[config.mk]
export PLATFORM = sky130hd
export DESIGN_NAME = gpio_pad_ctrl
export DESIGN_NICKNAME = d
export VERILOG_FILES = /design/src/rtl/gpio_pad_ctrl.sv
export SDC_FILE = /design/constraint.sdc
export NUM_CORES = 1
export LEC_CHECK = 0
export ABC_AREA = 1
export CORE_ASPECT_RATIO = 0.75
export CORE_MARGIN = 8
export CORE_UTILIZATION = 49
export CTS_CLUSTER_DIAMETER = 150
export DETAILED_ROUTE_END_ITERATION = 10
export PLACE_DENSITY = 0.84
export REMOVE_ABC_BUFFERS = 1
export SKIP_CTS_REPAIR_TIMING = 1
export SLEW_MARGIN = 30
export SYNTH_ARGS = -nofsm -noshare
export SYNTH_HDL_FRONTEND = slang
export SYNTH_SLANG_ARGS = --single-unit
[constraint.sdc]
create_clock -name pclk -period 23.6 [get_ports pclk]
set_input_delay 7.08 -clock pclk [delete_from_list [all_inputs] [get_ports pclk]]
set_output_delay 7.08 -clock pclk [all_outputs]
set_load 0.02 [all_outputs]
[src/rtl/gpio_pad_ctrl.sv]
// GPIO pad sequencer: release-turnaround-drive on direction/data changes,
// plus two-flop input synchronisation and sticky per-bit edge interrupts.
module gpio_pad_ctrl #(
    parameter int unsigned W        = 32,
    parameter int unsigned TURN_CYC = 2
) (
    input  logic         pclk,
    input  logic         preset,
    input  logic         cfg_valid,
    output logic         cfg_ready,
    input  logic [W-1:0] cfg_oe,
    input  logic [W-1:0] cfg_out,
    output logic         busy_o,
    output logic [W-1:0] out_pad_o,
    output logic [W-1:0] oen_padoe_o,
    input  logic [W-1:0] in_pad_i,
    output logic [W-1:0] gpio_in_o,
    input  logic [W-1:0] irq_rise_en_i,
    input  logic [W-1:0] irq_fall_en_i,
    input  logic [W-1:0] irq_mask_i,
    input  logic [W-1:0] irq_clr_i,
    output logic [W-1:0] irq_sts_o,
    output logic         irq_o
);

    typedef enum logic [1:0] {
        IDLE,
        RELEASE,
        TURN,
        APPLY
    } state_t;

    localparam logic [7:0] TURN_LOAD = 8'(TURN_CYC);

    state_t       state_q, state_d;
    logic [7:0]   cnt_q, cnt_d;
    logic [W-1:0] sh_oe_q, sh_oe_d;
    logic [W-1:0] sh_out_q, sh_out_d;
    logic [W-1:0] oen_d, out_d;
    logic [W-1:0] sync1_q, sync2_q, prev_q;
    logic [W-1:0] evt;

    always_comb begin
        state_d   = state_q;
        cnt_d     = cnt_q;
        sh_oe_d   = sh_oe_q;
        sh_out_d  = sh_out_q;
        oen_d     = oen_padoe_o;
        out_d     = out_pad_o;
        cfg_ready = 1'b0;
        unique case (state_q)
            IDLE: begin
                cfg_ready = 1'b1;
                if (cfg_valid) begin
                    sh_oe_d  = cfg_oe;
                    sh_out_d = cfg_out;
                    // Only bits newly turning on need the turnaround gap
                    if ((cfg_oe & ~oen_padoe_o) == '0) begin
                        state_d = APPLY;
                    end else begin
                        state_d = RELEASE;
                    end
                end
            end
            RELEASE: begin
                oen_d   = oen_padoe_o & sh_oe_q;
                cnt_d   = TURN_LOAD;
                state_d = TURN;
            end
            TURN: begin
                cnt_d = cnt_q - 8'd1;
                if (cnt_q == 8'd1) begin
                    state_d = APPLY;
                end
            end
            APPLY: begin
                out_d   = sh_out_q;
                oen_d   = sh_oe_q;
                state_d = IDLE;
            end
            default: state_d = IDLE;
        endcase
    end

    always_ff @(posedge pclk or posedge preset) begin
        if (preset) begin
            state_q     <= IDLE;
            cnt_q       <= '0;
            sh_oe_q     <= '0;
            sh_out_q    <= '0;
            oen_padoe_o <= '0;
            out_pad_o   <= '0;
        end else begin
            state_q     <= state_d;
            cnt_q       <= cnt_d;
            sh_oe_q     <= sh_oe_d;
            sh_out_q    <= sh_out_d;
            oen_padoe_o <= oen_d;
            out_pad_o   <= out_d;
        end
    end

    assign busy_o = ~cfg_ready;

    // Driven bits see their own output, so they never raise events
    assign evt = ((sync2_q & ~prev_q & irq_rise_en_i) |
                  (~sync2_q & prev_q & irq_fall_en_i)) & ~oen_padoe_o;

    always_ff @(posedge pclk or posedge preset) begin
        if (preset) begin
            sync1_q   <= '0;
            sync2_q   <= '0;
            prev_q    <= '0;
            irq_sts_o <= '0;
        end else begin
            sync1_q   <= in_pad_i;
            sync2_q   <= sync1_q;
            prev_q    <= sync2_q;
            irq_sts_o <= (irq_sts_o & ~irq_clr_i) | evt;
        end
    end

    assign gpio_in_o = sync2_q;
    assign irq_o     = |(irq_sts_o & irq_mask_i);

endmodule

==> impl_metrics.toml <==
[status]
status = "complete, no violations"

[floorplan]
die_x_um = 182
core-area_sq_mm = 0.0203
pin_count = 358
initial_core_util = 0.499
dieArea_sq_mm = 0.0255
die_y_um = 140
rows = 45

[layout]
drive_above_1_share = 0.0826
fin_nets = 1504
fin_area_sq_mm = 0.0147
seq_area_sq_mm = 0.00666
final_core_util = 0.723
finalNonFillerCells = 1541
area_delta_synth_final_pct = 44.9
antenna_cells = 0
fillers = 1405
multiInputGateArea_sq_mm = 0.00278

[clocking]
clk_pin_slew_worst_paths_ps = 60
numCtsBuffers = 25
htreeDepth = 1
cts_tree = "built"
cts_root_buf = "clkbuf_16"
cts.sink_count = 266
clockBufferDepth = 3
insertion_delay_ps = 510

[setup_path]
r2r_cells = 5
endpoint = "irq_o"
critPathMostFrequentCell = "clkdlybuf4s50_1"
cp.depth = 5
r2r-end = "oen_padoe_o[26]"
startpoint = "irq_mask_i[29]"
cp-end-kind = "primary output"
crit_family = "buffers and inverters"
crit_chain = "clkdlybuf4s50_1 > a22o_1 > nor3_1 > nand4_1 > clkdlybuf4s50_1"
timing.rr.start = "state_q[0]"
crit_buf_inv = 2
max_stage_delay_ps = 590
cp_data_required_time_ps = 16520
critPathKind = "input pin to primary output"
rrSetupSlack_ps = 21310
worstPathMaxFanout = 1
start_kind = "input pin"
cp_slowest_cell = "clkdlybuf4s50_1"
worstPathArrival_ps = 8780

[synthesis]
synth_commonest_cells = "dfrtp_1 (266), nand2_1 (178), inv_1 (142)"
synth_cell_types = 29
ys_seq_elements = 266
synth_edf_count = 0
yosys.area.top_type = "dfrtp_1"
syn_area_sq_mm = 0.0101
synth_top_area_frac = 0.658
async_flop_share = 1.00
yosys-top-cells-area = "dfrtp_1 (66%), nand2_1 (6.6%), inv_1 (5.3%)"
yosysWarnings = 0
ys_seq_area_frac = 0.658
synth_cells = 906
syn_area_per_cell_sq_um = 11.2
synth_flop_cell = "dfrtp_1"
synth_most_common_cell = "dfrtp_1"

[timing]
fin_crit_ps = 15860
finalHoldViolations = 0
post-route-period-util = 0.672
tns_ps = 0
rsz0062_at_grt = "no"
clock-skew-final_ps = 6.41
setup-violations-final = 0
worst_slew_pin_slew_ps = 870
maxSlewViolCount = 0
slew_headroom = 0.420
timing.hold.ws_ps = 344
fmax_mhz = 63.0

[hold_path]
hp-class = "register to register"

[run]
cap_violations = 0

[route]
drc = 0
wl_per_cell_um = 19.6
drt_iter0_drc = 470
vias = 7758
antenna_left = 0
drtPass1Iterations = 5
viasPerCell = 5.03
drt_wl_total_mm = 30.3

[global_route]
use_met2 = 0.383
grt_overflow = 0
grt_max_degree = 145
grt_pass1_vias = 8261
grt.total_usage = 0.230
use_met1 = 0.275
grt_pass1_wl_mm = 46.3
grt.met3_usage = 0.0881
busiest_layer = "met2"
antenna_found_initial = 0

[power_and_ir_drop]
power_leakage_nw = 6.77
powerDensity_mw_per_mm2 = 119
peakVddDrop_v = 0.000104

[place]
routabilityCongestion = 0.903
dp.cells = 1501
hpwl_mm = 22.5
io_buffers = 357
dpl-instance-area_sq_mm = 0.0139
## power by group
group / switching, mW / total, mW / internal, mW
Sequential: 0.0974 / 0.697 / 0.600
Combinational: 0.369 / 0.673 / 0.305
Clock: 0.162 / 0.368 / 0.206
## cell usage in the layout, fill, tap and decap left out, types with 2 or more instances in the layout
| master | synthesis | routed |
|---|---|---|
| buf_4 | 1 | 4 |
| nor3_1 | 2 | 2 |
| a22oi_2 | 27 | 27 |
| nand4_1 | 12 | 12 |
| a21oi_2 | 3 | 3 |
| nand2_1 | 178 | 177 |
| clkbuf_1 | 7 | 6 |
| clkbuf_16 | 0 | 25 |
| a21oi_1 | 68 | 68 |
| nand3_1 | 5 | 5 |
| clkbuf_8 | 0 | 4 |
| a21boi_0 | 32 | 32 |
| a22oi_1 | 2 | 2 |
| inv_1 | 142 | 141 |
| clkdlybuf4s50_1 | 0 | 357 |
| dfrtp_1 | 266 | 266 |
| nor2_1 | 56 | 56 |
| clkinv_2 | 0 | 4 |
| o32ai_1 | 32 | 32 |
| ha_1 | 7 | 7 |
| mux2_2 | 32 | 32 |
| o21ai_0 | 10 | 10 |
## through the flow
step / total power, mW / setup WS (ps)
floorplan: 1.06 / 8830
global placement: 1.36 / 7750
detailed placement: 1.38 / 7740
CTS: 1.75 / 7730
global route: 1.84 / 7620
finish: 1.74 / 7740
## logic make-up (layout without fill, tap and decap cells)
kind of cell / after synthesis / in the layout / synth area share
mux: 32 / 32 / 0.0356
buf+inv: 168 / 545 / 0.0678
flops: 266 / 266 / 0.658
compound gates: 177 / 177 / 0.130
xor+xnor: 1 / 1 / 0.000866
simple gates: 255 / 255 / 0.0990
fa+ha+maj: 7 / 7 / 0.00866
## flip-flops by register name (all words and copies together) (netlist names)
register / cells
state_q: 2
sync1_q: 32
out_pad_o: 32
sh_out_q: 32
gpio_in_o: 32
irq_sts_o: 32
cnt_q: 8
oen_padoe_o: 32
sh_oe_q: 32
prev_q: 32
## routing by layer
| metal | wire length, um | part of all wire |
|---|---|---|
| met1 | 12200 | 0.40 |
| met2 | 14200 | 0.47 |
| met3 | 2910 | 0.096 |
| met4 | 909 | 0.030 |
| met5 | 0 | 0 |
## area by class of cell
class / count / area share
flip-flops and latches: 266 / 0.454
repair buffers: 362 / 0.247
multi-input cells: 472 / 0.190
clock buffers: 35 / 0.0480
inverters: 143 / 0.0375
well taps: 258 / 0.0220
clock inverters: 5 / 0.00188
## how the worst min path moves through the flow
stage / start / end / slack, ps / depth (start not counted)
4_1_cts: sync1_q[0] / gpio_in_o[0] / 350 / 0
2_1_floorplan: sync1_q[0] / gpio_in_o[0] / 330 / 0
3_3_place_gp: sync1_q[19] / gpio_in_o[19] / 330 / 0
5_1_grt: sync1_q[1] / gpio_in_o[1] / 350 / 0
6_report: sync1_q[1] / gpio_in_o[1] / 340 / 0
3_5_place_dp: sync1_q[14] / gpio_in_o[14] / 330 / 0
(Power assumes the default switching activity.)
